`config.mk`:
```
export PLATFORM = sky130hd
export DESIGN_NAME = ysyx_040750_rr_arbiter
export DESIGN_NICKNAME = d
export VERILOG_FILES = /design/src/rtl/ysyx_040750_pkg.sv /design/src/rtl/ysyx_040750_rr_pick.sv /design/src/rtl/ysyx_040750_rr_arbiter.sv
export SDC_FILE = /design/constraint.sdc
export NUM_CORES = 1
export LEC_CHECK = 0
export CORE_AREA = 2 2 131 133
export CTS_BUF_LIST = sky130_fd_sc_hd__clkbuf_4
export CTS_CLUSTER_DIAMETER = 120
export DETAILED_ROUTE_END_ITERATION = 6
export DIE_AREA = 0 0 133 135
export PLACE_DENSITY = 0.79
export SLEW_MARGIN = 5
export SYNTH_ARGS = -nofsm -noshare
export SYNTH_HDL_FRONTEND = slang
export SYNTH_SLANG_ARGS = --single-unit
```
`constraint.sdc`:
```
create_clock -name I_clk -period 3.22 [get_ports I_clk]
set_input_delay 0.322 -clock I_clk [delete_from_list [all_inputs] [get_ports I_clk]]
set_output_delay 0.322 -clock I_clk [all_outputs]
set_load 0.01 [all_outputs]
```
`src/rtl/ysyx_040750_pkg.sv`:
```
// Shared definitions for the ysyx_040750 round-robin arbiter:
// controller state encoding and pointer-width helper.
package ysyx_040750_pkg;

  typedef enum logic [1:0] {
    ST_IDLE = 2'd0,
    ST_REQ  = 2'd1,
    ST_WAIT = 2'd2
  } state_t;

  // Pointer width for an M-requester arbiter (at least one bit).
  function automatic int ptr_width(input int m);
    return (m > 2) ? $clog2(m) : 1;
  endfunction

endpackage

```
`src/rtl/ysyx_040750_rr_pick.sv`:
```
// Combinational round-robin picker: one-hot of the first set request bit,
// searching upward from (ptr+1) mod M with wrap-around.
module ysyx_040750_rr_pick
  import ysyx_040750_pkg::*;
#(
  parameter int M  = 4,
  parameter int PW = ptr_width(M)
) (
  input  logic [M-1:0]  req,
  input  logic [PW-1:0] ptr,
  output logic [M-1:0]  sel
);

  always_comb begin
    int            pos;
    logic [PW-1:0] idx;
    logic          found;
    sel   = '0;
    found = 1'b0;
    pos   = 0;
    idx   = '0;
    for (int k = 1; k <= M; k++) begin
      pos = (int'(ptr) + k) % M;
      idx = pos[PW-1:0];
      if (!found && req[idx]) begin
        sel[idx] = 1'b1;
        found    = 1'b1;
      end
    end
  end

endmodule

```
`src/rtl/ysyx_040750_rr_arbiter.sv`:
```
// Round-robin arbiter: one outstanding downstream transaction at a time,
// IDLE -> REQ (until mem_ready) -> WAIT (until response) -> IDLE.
module ysyx_040750_rr_arbiter
  import ysyx_040750_pkg::*;
#(
  parameter int N = 64,
  parameter int M = 4
) (
  input  logic           I_clk,
  input  logic           I_rst_n,
  input  logic [M-1:0]   I_req_valid,
  input  logic [N*M-1:0] I_req_data,
  output logic [M-1:0]   O_req_ready,
  output logic           O_mem_valid,
  input  logic           I_mem_ready,
  output logic [N-1:0]   O_mem_data,
  input  logic           I_resp_valid,
  output logic [M-1:0]   O_resp_valid,
  output logic [M-1:0]   O_grant,
  output logic           O_busy
);

  localparam int PW = ptr_width(M);

  state_t        state;
  logic [PW-1:0] ptr;
  logic [PW-1:0] grant_idx;
  logic [M-1:0]  grant;
  logic [N-1:0]  data;

  logic [M-1:0]  sel;
  logic [PW-1:0] sel_idx;
  logic [N-1:0]  sel_data;
  logic [N-1:0]  masked [M];

  ysyx_040750_rr_pick #(.M(M), .PW(PW)) u_pick (
    .req (I_req_valid),
    .ptr (ptr),
    .sel (sel)
  );

  // Payload mux is a plain AND-OR over the one-hot selection.
  for (genvar gi = 0; gi < M; gi++) begin : g_mask
    assign masked[gi] = {N{sel[gi]}} & I_req_data[gi*N +: N];
  end

  always_comb begin
    sel_data = '0;
    sel_idx  = '0;
    for (int i = 0; i < M; i++) begin
      sel_data = sel_data | masked[i];
      if (sel[i]) sel_idx = sel_idx | PW'(i);
    end
  end

  always_ff @(posedge I_clk or negedge I_rst_n) begin
    if (!I_rst_n) begin
      state     <= ST_IDLE;
      ptr       <= PW'(M - 1);
      grant_idx <= '0;
      grant     <= '0;
      data      <= '0;
    end else begin
      case (state)
        ST_IDLE: begin
          if (|sel) begin
            data      <= sel_data;
            grant     <= sel;
            grant_idx <= sel_idx;
            state     <= ST_REQ;
          end
        end
        ST_REQ: begin
          if (I_mem_ready) state <= ST_WAIT;
        end
        ST_WAIT: begin
          if (I_resp_valid) begin
            ptr   <= grant_idx;
            grant <= '0;
            state <= ST_IDLE;
          end
        end
        default: state <= ST_IDLE;
      endcase
    end
  end

  // Reset gates the accept pulse so nothing is acknowledged while held in reset.
  assign O_req_ready  = (state == ST_IDLE && I_rst_n) ? sel : '0;
  assign O_mem_valid  = (state == ST_REQ);
  assign O_mem_data   = data;
  assign O_resp_valid = (state == ST_WAIT && I_resp_valid) ? grant : '0;
  assign O_grant      = grant;
  assign O_busy       = (state != ST_IDLE);

endmodule

```
# --- Word level (Yosys, flattened, before mapping) ---
# Cells that the tools add are included.
word_totals:
  ff_bits: 74
  input_bits: 264
  out_inout_bits: 78
  wordCells: 87
op_classes:
  bitwise: 10
  n_mux: 35
  reduce_logical: 20
  n_lt_le_gt_ge: 8
  n_eq_ne: 5
  addsub: 4
op_table:
  columns: ["operator", "n"]
  rows:
  - ["AND 64 bit", 4]
  - ["bitwise OR 64 bit", 3]
  - ["2-to-1 mux 4 bit", 8]
  - ["less-than comparator 2 x 3 -> 1 bit (second input constant)", 4]
  - ["2-to-1 mux 1 bit", 12]
  - ["bitwise OR 4 bit", 3]
  - ["2-to-1 mux 2 bit", 5]
  - ["logical AND 1 bit", 9]
  - ["binary-select mux 1 bit (select 2 bit)", 4]
  - ["demux 1 bit (select 2 bit)", 4]
  - ["greater-or-equal comparator 2 x 1 -> 1 bit (second input constant)", 4]
  - ["one-hot mux 4 bit (2 select lines)", 1]
  - ["one-hot mux 2 bit (3 select lines)", 1]
  - ["AND reduction 3 bit", 2]
  - ["adder 2 x 1 -> 2 bit (second input constant)", 2]
  - ["adder 2 bit (second input constant)", 2]
  - ["inequality test 2 bit (second input constant)", 2]
  - ["AND reduction 2 bit", 2]
  - ["nonzero test 2 bit", 2]
  - ["OR reduction 4 bit", 1]
  - ["logical NOT 1 bit", 3]
  - ["equality test 2 x 1 -> 1 bit (second input constant)", 1]
  - ["equality test 2 bit (second input constant)", 1]
  - ["logical NOT 2 bit", 1]
  - ["inequality test 2 x 1 -> 1 bit (second input constant)", 1]

# --- Depth between registers and ports, before layout ---
# Gate-level depths: netlist of the first run.
depth:
  word_depth: 17
  depth_mapped: 10

# --- By module ---
# Synthesis of the first run repeated with hierarchy kept, for this count alone.
unflattened:
  hier_cells: 442
  hier_area_um2: 4817.1
by_module_without_submodules:
  columns: ["mod", "instances", "area_each_um2", "cells_per_inst", "seq_area_each_um2"]
  rows:
  - ["ysyx_040750_rr_arbiter", 1, 4459.3, 404, 1854.3]
  - ["ysyx_040750_rr_pick", 1, 357.8, 38, 0.0]

# --- Worst setup path before layout of the first run ---
# OpenSTA, ideal clock, no wires.
synth_timing:
  kind: "flip-flop to flip-flop"
  startpoint: "register ptr[0]"
  endpoint: "register data[34] (netlist: O_mem_data[34])"
  period_less_slack_ns: 3.080
  arrival_ns: 2.953
  setup_slack_ns: 0.140
  setup_time_ns: 0.128
  stages_incl_launch_ff: 10
  n_path_buf: 2
  cell_sequence: "dfstp_2 > inv_1 > ha_1 > mux4_2 > o31ai_1 > nor3_4 > a41oi_2 > buf_6 > buf_6 > mux2_1"
synth_via:
  elab_chain_cells: 17
synth_lines:
  columns: ["item", "line_no", "rtl"]
  rows:
  - ["from (decl)", "ysyx_040750_rr_arbiter.sv:26", "logic [PW-1:0] ptr;"]
  - ["from (signal assigned)", "ysyx_040750_rr_arbiter.sv:59", "ptr <= PW'(M - 1);"]
  - ["from (signal assigned)", "ysyx_040750_rr_arbiter.sv:78", "ptr <= grant_idx;"]
  - ["parallel branches: the longest is 12 deep, another holds less-than comparator 2 x 3 -> 1 bit", null, null]
  - ["2-to-1 mux 4 bit (*)", "ysyx_040750_rr_pick.sv:25", "if (!found && req[idx]) begin"]
  - ["AND 64 bit", "ysyx_040750_rr_arbiter.sv:44", "assign masked[gi] = {N{sel[gi]}} & I_req_data[gi*N +: N];"]
  - ["bitwise OR 64 bit (3 in a row)", "ysyx_040750_rr_arbiter.sv:51", "sel_data = sel_data | masked[i];"]
  - ["to (signal assigned)", "ysyx_040750_rr_arbiter.sv:67", "data <= sel_data;"]
  - ["to (decl)", "ysyx_040750_rr_arbiter.sv:29", "logic [N-1:0] data;"]
# Every way passes the cells marked *. The select of a mux whose other input is x is not followed.
# A chain may end at the register's enable or synchronous reset.

# --- Worst setup path in the final report of the first run ---
layout_timing:
  startpoint: "register ptr[1]"
  endpoint: "output O_req_ready[3]"
layout_via:
  elab_chain_cells: 14
layout_lines:
  columns: ["item", "line_no", "rtl"]
  rows:
  - ["parallel branches: the longest is 12 deep, another holds less-than comparator 2 x 3 -> 1 bit", null, null]
  - ["2-to-1 mux 4 bit (*)", "ysyx_040750_rr_pick.sv:25", null]
  - ["2-to-1 mux 4 bit (*)", "ysyx_040750_rr_arbiter.sv:89", "assign O_req_ready = (state == ST_IDLE && I_rst_n) ? sel : '0;"]
  - ["to (decl)", "ysyx_040750_rr_arbiter.sv:13", "output logic [M-1:0] O_req_ready,"]
# Marked as above.

==> impl.org, run 1 <==
** Clock network
- Clock transition at the register clock pins on the worst setup and hold paths after CTS :: around 0.13 ns
- Maximum number of buffers from clock root to sink :: 2
- CTS built an H-tree with a depth of 3.
- Number of buffers created by CTS :: 9
- Clock Sink Count :: 74
- CTS tree :: done
- Skew-Pair Late Insertion Delay :: ~0.46 ns
- Root buf cell :: clkbuf_4

** Place
- After legalization and detailed placement, the total HPWL measured roughly 17 mm.
- Including well taps, the total number of placed cells is around 1200.
- Count of input and output buffers :: approximately 340
- Routability Congestion :: approximately 0.88
- Area after detailed placement :: around 9800 um^2

** Detailed routing
- Remaining DRCs :: 0
- Wire length per cell after detailed routing :: around 21 um
- Sum of routed wire length over all layers :: 24.94 mm
- Via count :: just under 7000
- First-iteration detailed-routing DRC count :: 520
- Once detail routing completed, the nets flagged for antenna violations numbered 0.
- Detailed Routing Iterations Pass 1 :: 5
- In the routed layout, each cell is associated on average with a via count of between 5 and 6.

** Critical path
- Critical path startpoint category :: flip-flop
- The worst setup path is of the reg2out kind.
- STA puts the critical path data arrival time at roughly 2.8 ns.
- Worst endpoint required time :: slightly below 3 ns
- Crit end category :: primary output
- Of all nets on the critical path, the largest fanout is 5.

** Floorplanning
- From bottom edge to top edge, the die measures about 140 um.
- Pin placement for this block handled about 340 I/O pins.
- Overall die area :: between 15000 and 20000 um^2
- Initial core utilization :: 0.3582
- The floorplan step set the die width to around 130 um.
- Number of cell rows :: between 40 and 50
- Core Region :: 16410 um^2

** Power and ir drop
- The analysis attributes to cell leakage a power of around 4.4 nW.
- Across the VDD grid, the largest voltage drop is 0.4908 mV.
- The design draws around 10 mW.
- Cell Pwr Density :: roughly 1000 nW/um^2
- Part of the total power dissipated in combinational logic :: 0.755
- The share of total power dissipated in the clock network is 0.075.
- Net switching power :: between 4 and 5 mW
- Internal power summed over all cells :: 5.841 mW
- Switching share of power :: 0.4186
- Of the total power, registers draw 0.170.

** Run
- The tool flagged a number of max-cap violations equal to 0.

** Timing
- Relative slew slack :: 0.6492
- Number of failing hold endpoints at the final stage :: 0
- Worst-case hold slack :: about 0.44 ns
- Based on the critical path, the design can be clocked at up to roughly 320 MHz.
- After routing, the total negative slack on setup checks comes to 0 ns.
- Subtracting the final worst setup slack from the clock period gives roughly 3.2 ns.
- Setup-violating endpoint count in the final report :: 0
- In the finished design, the share of the clock period the worst path needs comes to 0.9834.
- At the pin with the least slew margin, the transition time is around 0.53 ns.
- Pins over their slew limit :: 0
- Setup repair after global routing could not meet its margin everywhere.
- Fin Clk Skew :: roughly 0.017 ns

** Synthesis
- Synthesized Nets :: about 900
- Counting every instance in the synthesized netlist gives 627.
- A synthesized cell averages about 9.4 um^2.
- Post-synth EDFFs :: 0
- Warnings, synthesis :: 0
- Sequential-to-total area share from yosys stat :: 0.3155
- In this run, synthesis produced a sequential element count of 74.
- Dominant register cell in the synthesized netlist :: dfrtp_1
- Counting distinct cell types in the post-synthesis netlist gives 37.
- After synthesis, the share of flip-flops with an asynchronous set or reset is 1.000.
- After synthesis the cells add up to 5877 um^2.

** Global route
- Pin count of the biggest net entering global routing :: 65
- Antenna violations before repair :: 2
- The via count of the first global-routing pass came to a little under 7000.
- Across every metal layer, demand over resource in global routing totals 0.2672.
- First-pass GRT wire length :: approximately 37 mm
- Leftover overflow at the end of global routing :: 0

** Final layout
- Summed area of non-filler cells in the final layout :: around 10000 um^2
- Post-synthesis to final-layout area growth :: 71.47%
- Count of filler cells inserted in the layout :: 1412
- The count of cells in the finished layout, fillers not included, comes to between 1000 and 1500.
- The final layout contains around 1200 nets.
- Share of final-layout standard cells stronger than drive strength 1 :: 0.1611

** Outcome
- The flow ran to the end, and the final reports show no timing, DRC or antenna violations.

** Hold path
- Class of the tightest hold or removal check :: in2reg
[Yosys cell counts, types with 5 or more instances]
cell	number	area share
nand2b_1	5	0.0053
and2_1	7	0.0075
ha_1	8	0.017
mux2_2	37	0.071
buf_1	6	0.0038
a21oi_1	6	0.0051
inv_1	75	0.048
nand2_1	12	0.0077
dfrtp_1	72	0.31
o31ai_1	196	0.25
clkbuf_1	62	0.040
buf_2	6	0.0051
nor2_1	6	0.0038
mux2_4	24	0.061
o2111ai_1	64	0.095
[worst max-delay path, cell delays in order (launching register included)]
cell and delay (ns):
dfstp_2 0.56, inv_2 0.07, ha_4 0.28, mux4_2 0.55, buf_4 0.18, o31ai_2 0.17, buf_4 0.15, a211oi_4 0.05
nor2_2 0.13, clkdlybuf4s15_2 0.24
[flip-flops by register name, summed over array words and instances, names as in the netlist]
signal / count
ptr: 2
O_mem_data: 64
state: 2
grant_idx: 2
O_grant: 4
[power groups by stage]
| stage | combinational (mW) | sequential (mW) | clock (mW) |
|---|---|---|---|
| floorplan | 4.30 | 1.90 | 0 |
| global placement | 7.13 | 1.71 | 0 |
| detailed placement | 7.28 | 1.72 | 0 |
| CTS | 7.40 | 1.71 | 0.773 |
| global route | 8.08 | 1.76 | 0.815 |
| finish | 7.58 | 1.71 | 0.754 |
[worst paths after layout]
check / depth (start not counted) / end / start / slack (ns)
setup / recovery: 9 / O_req_ready[3] / ptr[1] / 0.05
hold reg to reg: 1 / O_mem_data[15] / O_mem_data[15] / 0.52
hold / removal: 3 / state[1] / I_mem_ready / 0.44
setup reg to reg: 12 / O_mem_data[58] / ptr[1] / 0.12
max in group asynchronous: 4 / ptr[1] / I_rst_n / 1.79
min in group asynchronous: 3 / O_mem_data[59] / I_rst_n / 0.51
[cells in the final DEF (no fill, tap or decap), types with 3 or more instances in the layout]
cell type / instances
mux2_2: 37
dfrtp_1: 72
ha_1: 7
nor2_1: 5
clkbuf_4: 10
a21oi_1: 4
buf_12: 11
nand2b_1: 5
o2111ai_1: 64
and2_1: 4
inv_1: 74
o31ai_1: 192
o31ai_4: 3
and2_2: 3
clkdlybuf4s50_1: 336
mux2_1: 3
nor3_4: 3
mux2_4: 24
o22ai_1: 4
buf_4: 36
nand2_1: 12
mux4_2: 3
o21ai_0: 4
bufinv_16: 3
[metrics by stage]
| stage | worst slack [ns] | util |
|---|---|---|
| after floorplan | 0.1398 | - |
| after global placement | 0.05806 | 0.5946 |
| after detailed placement | -0.03095 | 0.5946 |
| after CTS | 0.002483 | 0.6109 |
| after global routing | -0.03748 | 0.6142 |
| final | 0.05350 | 0.6142 |
[final cells by class]
| class | count | area (um^2) | share of cell area |
|---|---|---|---|
| diodes | 2 | 5.005 | 0.0004966 |
| clock buffers | 10 | 75.07 | 0.007450 |
| clock inverters | 6 | 105.1 | 0.01043 |
| inverters | 75 | 281.5 | 0.02794 |
| multi-input cells | 400 | 3543 | 0.3516 |
| flip-flops and latches | 74 | 1854 | 0.1840 |
| well taps | 220 | 275.3 | 0.02732 |
| repair buffers | 391 | 3938 | 0.3907 |
[logic make-up after synthesis]
kind of cell	count (synthesis)	synth area share
AO/OA/AOI/OAI	284	0.3739
adder cells (fa/ha/maj)	8	0.01703
buffers and inverters	153	0.1041
flip-flops	74	0.3155
multiplexers	67	0.1495
AND/OR/NAND/NOR	41	0.04003
[timing repair]
item                       in CTS  in global routing
setup endpoints to repair       4                 49
setup buffers                   7                  1
pin swaps                       3                  3
hold buffers                    1                  0
hold endpoints to repair       36                  0
gates cloned                    0                  1
resized for setup              14                  8
[metal layers]
layer / vias to the layer above / routed length, um / global-route usage
met5: - / 0 / 0
met4: 0 / 905 / 0.1314
met3: 66 / 2275 / 0.07470
met2: 385 / 12100 / 0.4505
met1: 3243 / 9655 / 0.3141
li1: 3128 / - / -
No activity file was read; power rests on OpenSTA's default activity.
==> run 2: changes to the inputs <==
- clock period: 3.22 -> 2.65 ns (I/O delays scaled with it)
==> impl.org, run 2 (synthesized netlist as in run 1, its figures left out) <==
** Outcome
- Status :: finished, violations left
- Violated checks :: negative setup slack

** Power and ir drop
- Part of the total power dissipated in combinational logic :: 0.788 (+0.033)
- The cell-internal power came to 8.005 mW (+37%).
- Worst IR drop on VDD :: 1.321 mV (+170%)
- The switching power is 5.591 mW (+33%).
- The sequential share of power was 0.153 (-0.017).
- Cell Pwr Density :: 1273 nW/um^2 (+28%)
- Relative contribution of the clock network to total power :: 0.059 (-0.016)
- Switching share of power :: 0.4112 (-0.007379)
- Static leakage power :: 4.677 nW (+5.4%)

** Critical path
- In this run the critical register-to-register path is launched from ptr[0].
- Highest fanout seen on the critical path :: 37 (+32)
- The path depth of the worst reg2reg path was 12 (unchanged).
- Crit end category :: flip-flop
- The critical path is of the reg2reg type.
- Arrival time of the worst setup path :: 3.41 ns (+0.57 ns)
- The register-to-register path setup slack was -0.43 ns (-0.55 ns).
- R2r endpoint :: O_mem_data[1]
- STA classifies the critical path startpoint as a flip-flop.
- Worst endpoint required time :: 2.98 ns (+0.08 ns)

** Timing
- The actual slew at the worst max-slew pin came to 0.9877 ns (+0.4615 ns).
- Minimum period implied by the final worst setup slack :: 3.084 ns
- The worst setup margin was -0.4337 ns (-0.4872 ns).
- Number of failing hold endpoints at the final stage :: 0 (unchanged)
- Relative slew slack :: 0.3416 (-0.3076)
- The worst hold slack was 0.09687 ns (-0.3431 ns).
- The number of max-slew violations in the final report was 0 (unchanged).
- Fin Clk Skew :: 0.009300 ns (-0.007505 ns)
- Setup-violating endpoint count in the final report :: 71 (+71)
- Dividing the final minimum period by the clock period gives 1.164.
- Maximum operating frequency :: about 320 MHz
- Setup repair after global routing could not meet its margin everywhere.

** Detailed routing
- Sum of routed wire length over all layers :: 25.76 mm (+3.3%)
- Wire length per cell after detailed routing :: 21.41 um (+1.2%)
- The mean number of vias per cell is 5.802 (+0.19%).
- Via count :: 6980 (+2.3%)
- The count of routing violations after the opening detailed-route iteration came to 385 (-26%).
- The iteration count of the initial detailed-routing pass came to 5 (unchanged).
- The remaining design rule violation count is 0 (unchanged).
- Post-route ant nets :: 0 (unchanged)

** Final layout
- Post-synthesis to final-layout area growth :: 81.71%
- Top library cells by usage in the layout, fill and taps aside :: clkdlybuf4s50_1 (336), o31ai_1 (176), inv_1 (73)
- The number of inserted diodes is 0 (-2).
- Multi-input gate area in the final layout :: 3769 um^2 (+6.4%)
- Number of flip-flops in the largest register :: 64 (unchanged)
- The storage element area came to 1854 um^2 (unchanged).
- The net count of the finished layout came to 1251 (+2.3%).
- Summed area of non-filler cells in the final layout :: 10680 um^2 (+6.0%)
- Count of filler cells inserted in the layout :: 1290 (-8.6%)
- Utilization after layout :: 0.6509 (+0.03668)
- Most frequent standard cell in the layout excluding fill and tap cells :: clkdlybuf4s50_1
- Share of final-layout standard cells stronger than drive strength 1 :: 0.2136 (+0.05254)

** Global route
- The total congestion overflow after global routing was 0 (unchanged).
- The pin count of the biggest net entering global routing is 75 (+15%).
- Antenna violations before repair :: 0 (-2)
- The total routing resource utilization after global routing came to 0.2761 (+0.008964).
- First-pass GRT wire length :: 39.01 mm (+4.3%)
- Number of global-route vias before repair :: 7081 (+2.9%)

** Floorplanning
- The total I/O pin count is 342 (unchanged).
- Overall die area :: 17960 um^2 (unchanged)
- Chip Height :: 135 um (unchanged)
- Chip width :: 133 um (unchanged)
- The number of standard-cell rows in the floorplan was 47 (unchanged).
- The effective utilization at floorplan came to 0.3582 (unchanged).
- Core Region :: 16410 um^2 (unchanged)

** Place
- Dpl hpwl :: 18.29 mm (+5.5%)
- The placed standard-cell area came to 10100 um^2 (+3.6%).
- Worst setup timing slack at the placement stage :: -0.5741 ns (-0.5432 ns)
- The weighted congestion reported at the end of routability-driven placement came to 0.8942 (+2.1%).
- Count of input and output buffers :: 341 (unchanged)

** Clock network
- The total number of H-tree levels was 3 (unchanged).
- Clock transition at the register clock pins on the worst setup and hold paths after CTS :: 0.13 ns (about the same)
- # hold bufs at CTS :: 0 (-1)
- Maximum number of buffers from clock root to sink :: 2 (unchanged)
- CTS tree :: done
- Root buf cell :: clkbuf_4
- Skew-Pair Late Insertion Delay :: 0.43 ns (-0.03 ns)
- The CTS sink count is 74 (unchanged).
- The number of clock buffers inserted by TritonCTS was 9 (unchanged).

** Run
- The number of maximum-capacitance constraint violations is 0 (unchanged).

** Hold path
- Class of the tightest hold or removal check :: in2async
run 2: timing repair:
| action | CTS | global route |
|---|---|---|
| endpoints found under the setup margin | 71 | 74 |
| pin swaps | 6 | 10 |
| buffers inserted | 11 | 0 |
| cloned | 1 | 2 |
| gates resized for setup | 45 | 32 |
run 2: routing by layer:
layer | track usage | wire [um]
met3 | 0.07658 | 2356
met1 | 0.3198 | 9664
met5 | 0 | 0
met2 | 0.4816 | 12860
met4 | 0.1159 | 881
run 2: stage by stage:
stage / TNS [ns] / instances / power, mW
6_report: -26.19 / 1203 / 13.60
5_1_grt: -31.45 / 1203 / 14.43
4_1_cts: -24.48 / 1201 / 13.01
3_5_place_dp: -36.91 / 1174 / 11.49
3_3_place_gp: -34.86 / 1174 / 11.29
2_1_floorplan: -18.61 / 627 / 7.768
run 2: final cells by class:
cell class                      instances  share of cell area
Clock inverter                          6            0.007733
Clock buffer                            9            0.006327
Tap cell                              220             0.02578
Timing Repair Buffer                  419              0.4070
Sequential cell                        74              0.1736
Multi-Input combinational cell        400              0.3529
Inverter                               75             0.02660
run 2: power by group through the flow:
stage / combinational (mW) / clock (mW) / sequential [mW]
floorplan: 5.45 / 0 / 2.31
global placement: 9.20 / 0 / 2.08
detailed placement: 9.39 / 0 / 2.10
CTS: 10.1 / 0.829 / 2.08
global route: 11.4 / 0.872 / 2.16
finish: 10.7 / 0.797 / 2.08
run 2: worst max-delay path by stage:
stage,from,to,slack [ns],cells past startpoint
after global placement,I_req_valid[1],O_req_ready[3],-0.55,8
after CTS,ptr[0],O_mem_data[18],-0.38,10
after global routing,ptr[0],O_mem_data[4],-0.48,10
after floorplan,ptr[0],O_mem_data[33],-0.32,9
after detailed placement,I_req_valid[1],O_mem_data[4],-0.57,8
final,ptr[0],O_mem_data[1],-0.43,12
run 2: worst max-delay path: stages, from the launching register on:
cell	delay, ns
dfstp_2	0.59
buf_4	0.13
buf_12	0.10
mux4_2	0.55
buf_6	0.15
nand2_1	0.11
o31ai_4	0.10
buf_4	0.15
buf_4	0.14
buf_12	0.17
o31ai_1	0.29
o2111ai_1	0.19
mux2_2	0.30
==> run 3: changes to the inputs <==
- MAX_ROUTING_LAYER: default -> met4
==> impl.org, run 3 (synthesized netlist as in run 1, its figures left out) <==
** Outcome
- The flow ran to the end, but the final reports show violations.
- The checks that failed: negative setup slack.

** Detailed routing
- The iteration count of the initial detailed-routing pass came to 5 (unchanged).
- The mean number of vias per cell came to 5.813 (+0.19%).
- The remaining design rule violation count came to 0 (unchanged).
- Wire length per cell after detailed routing :: 21.34 um (-0.32%)
- The overall via count from detail_route was 6993 (+0.19%).
- Sum of routed wire length over all layers :: 25.68 mm (-0.32%)
- Post-route ant nets :: 0 (unchanged)
- First-iteration detailed-routing DRC count :: 498 (+29%)

** Critical path
- The worst setup path is launched from a flip-flop.
- The path depth of the worst reg2reg path is 12 (unchanged).
- The worst setup path is captured at a flip-flop.
- The critical path is of the reg2reg type.
- R2r endpoint :: O_mem_data[61]
- The most numerous cell type found on the critical path is buf_4.
- RR Startpoint :: ptr[0]
- The critical path goes through buf_4 -> buf_12 -> mux4_2 -> buf_6 -> nand2_1 -> o31ai_4 -> buf_4 -> buf_4 -> buf_12 -> o31ai_1 -> o2111ai_1 -> mux2_4.
- Arrival time of the worst setup path :: 3.41 ns (about the same)
- The longest individual stage delay on the worst path is 0.59 ns (about the same).
- Worst endpoint required time :: 2.98 ns (about the same)
- Worst-case register-to-register setup slack :: -0.44 ns (about the same)
- Cell at the slowest stage of the critical path :: dfstp_2
- The maximum fanout count along the critical path was 27 (-27%).

** Clock network
- The CTS sink count came to 74 (unchanged).
- CTS tree :: done
- Clock transition at the register clock pins on the worst setup and hold paths after CTS :: 0.12 ns (about the same)
- H-Tree Level Count :: 3 (unchanged)
- Skew-Pair Late Insertion Delay :: 0.43 ns (about the same)
- The hold buffer count at CTS is 0 (unchanged).
- Maximum number of buffers from clock root to sink :: 2 (unchanged)
- The number of clock buffers inserted by TritonCTS was 9 (unchanged).
- The tree is rooted in a clkbuf_4.

** Place
- The worst setup slack before clock tree synthesis was -0.5741 ns (unchanged).
- The placed standard-cell area is 10100 um^2 (unchanged).
- Count of input and output buffers :: 341 (unchanged)
- Routability Congestion :: 0.9093 (+1.7%)
- The placed wire-length estimate after detailed placement is 18.29 mm (unchanged).

** Power and ir drop
- Cell Pwr Density :: 1274 nW/um^2 (about the same)
- The leakage power summed over all cells was 4.677 nW (unchanged).
- Internal power summed over all cells :: 8.006 mW (about the same)
- Worst IR drop on VDD :: 1.326 mV (+0.36%)
- The combinational power share came to 0.788 (about the same).
- Net switching power :: 5.599 mW (+0.14%)
- Relative contribution of the clock network to total power :: 0.059 (about the same)
- Switching share of power :: 0.4115 (about the same)
- Sequential power share :: 0.153 (about the same)

** Run
- The number of maximum-capacitance constraint violations came to 0 (unchanged).

** Timing
- The achievable frequency is 324.0 MHz (-0.10%).
- The number of hold violations in the final report is 0 (unchanged).
- Fin Clk Skew :: 0.01268 ns (+0.003377 ns)
- The actual slew at the worst max-slew pin was 0.9928 ns (+0.005104 ns).
- Setup repair after global routing could not meet its margin everywhere.
- Relative slew slack :: 0.3382 (-0.003403)
- Minimum period implied by the final worst setup slack :: 3.087 ns (+0.003182 ns)
- The part of the cycle the worst path needs came to 1.165 (+0.001201).
- The number of setup violations in the final report is 72 (+1.4%).
- Pins over their slew limit :: 0 (unchanged)
- Post-layout worst setup margin :: -0.4369 ns (-0.003182 ns)

** Global route
- Pin count of the biggest net entering global routing :: 75 (unchanged)
- The first-pass GRT wire length came to 39.12 mm (+0.27%).
- Leftover overflow at the end of global routing :: 0 (unchanged)
- Antenna violations before repair :: 0 (unchanged)
- Number of global-route vias before repair :: 7074 (-0.099%)
- GRT Resource Usage Total :: 0.2855 (+0.009320)

** Final layout
- Summed area of non-filler cells in the final layout :: 10680 um^2 (unchanged)
- Post-synthesis to final-layout area growth :: 81.71% (unchanged)
- The net count of the finished layout came to 1251 (unchanged).
- The top cell types in the final layout, fill and taps aside, are clkdlybuf4s50_1 (336), o31ai_1 (176), inv_1 (73).
- Share of final-layout standard cells stronger than drive strength 1 :: 0.2136 (unchanged)
- The number of flip-flops in the largest register was 64 (unchanged).
- Diode insertion count for antenna repair :: 0 (unchanged)
- Leaving out fill and tap cells, the most frequent cell in the layout is clkdlybuf4s50_1.

** Floorplanning
- The height of the die came to 135 um (unchanged).
- The total I/O pin count was 342 (unchanged).
- The width of the die was 133 um (unchanged).
- Core Region :: 16410 um^2 (unchanged)
- Overall die area :: 17960 um^2 (unchanged)
- The number of standard-cell rows in the floorplan was 47 (unchanged).
- Initial core utilization :: 0.3582 (unchanged)

** Hold path
- The tightest min-delay check is of the in2async type.
-- run 3: cell counts in the layout (fill, tap and decap cells not counted) --
No cell type changed its count.
-- run 3: how the worst max path moves through the flow --
stage                               from        endpoint  cells past startpoint
after floorplan                   ptr[0]  O_mem_data[33]                      9
after global placement    I_req_valid[1]  O_req_ready[3]                      8
after detailed placement  I_req_valid[1]   O_mem_data[4]                      8
after CTS                         ptr[0]  O_mem_data[18]                     10
after global routing              ptr[0]   O_mem_data[4]                     10
final                             ptr[0]  O_mem_data[61]                     12
-- run 3: area by class of cell --
type	instances	area, um^2
timing repair buffer	419	4347
tap	220	275.3
fill	1290	5728
multi-input combinational	400	3769
clock inverter	6	82.58
inverter	75	284.0
clock buffer	9	67.56
sequential	74	1854
-- run 3: power by group through the flow --
stage	sequential [mW]	clock, mW	combinational [mW]
final	2.08	0.801	10.7
after global routing	2.16	0.873	11.4
after CTS	2.08	0.829	10.1
after detailed placement	2.10	0	9.39
after global placement	2.08	0	9.20
after floorplan	2.31	0	5.45
-- run 3: timing repair --
action	CTS	global route
gates resized for setup	45	32
gates cloned	1	2
buffers inserted	11	0
pin swaps	6	10
endpoints found under the setup margin	71	74
-- run 3: critical path: cells and delay by family, from the launching register on --
| family | cells | cell delay (ns) |
|---|---|---|
| flops | 1 | 0.59 |
| simple gates | 1 | 0.11 |
| buf+inv | 6 | 0.82 |
| mux | 2 | 0.86 |
| compound gates | 3 | 0.60 |
-- run 3: stage by stage --
stage	hold slack, ns	instances	utilization	TNS (ns)	power (mW)
6_report	0.08950	1203	0.6509	-26.70	13.60
5_1_grt	0.1375	1203	0.6509	-31.68	14.43
4_1_cts	0.08605	1201	0.6382	-24.48	13.01
3_5_place_dp	0.4922	1174	0.6159	-36.91	11.49
3_3_place_gp	0.4807	1174	0.6159	-34.86	11.29
2_1_floorplan	-0.03059	627	-	-18.61	7.768
-- run 3: routing by layer --
layer / share of wire / vias up / GRT usage
li1: - / 3173 / -
met1: 0.38 / 3351 / 0.3245
met2: 0.50 / 404 / 0.4850
met3: 0.084 / 65 / 0.07057
met4: 0.033 / 0 / 0.1141
met5: 0 / - / -
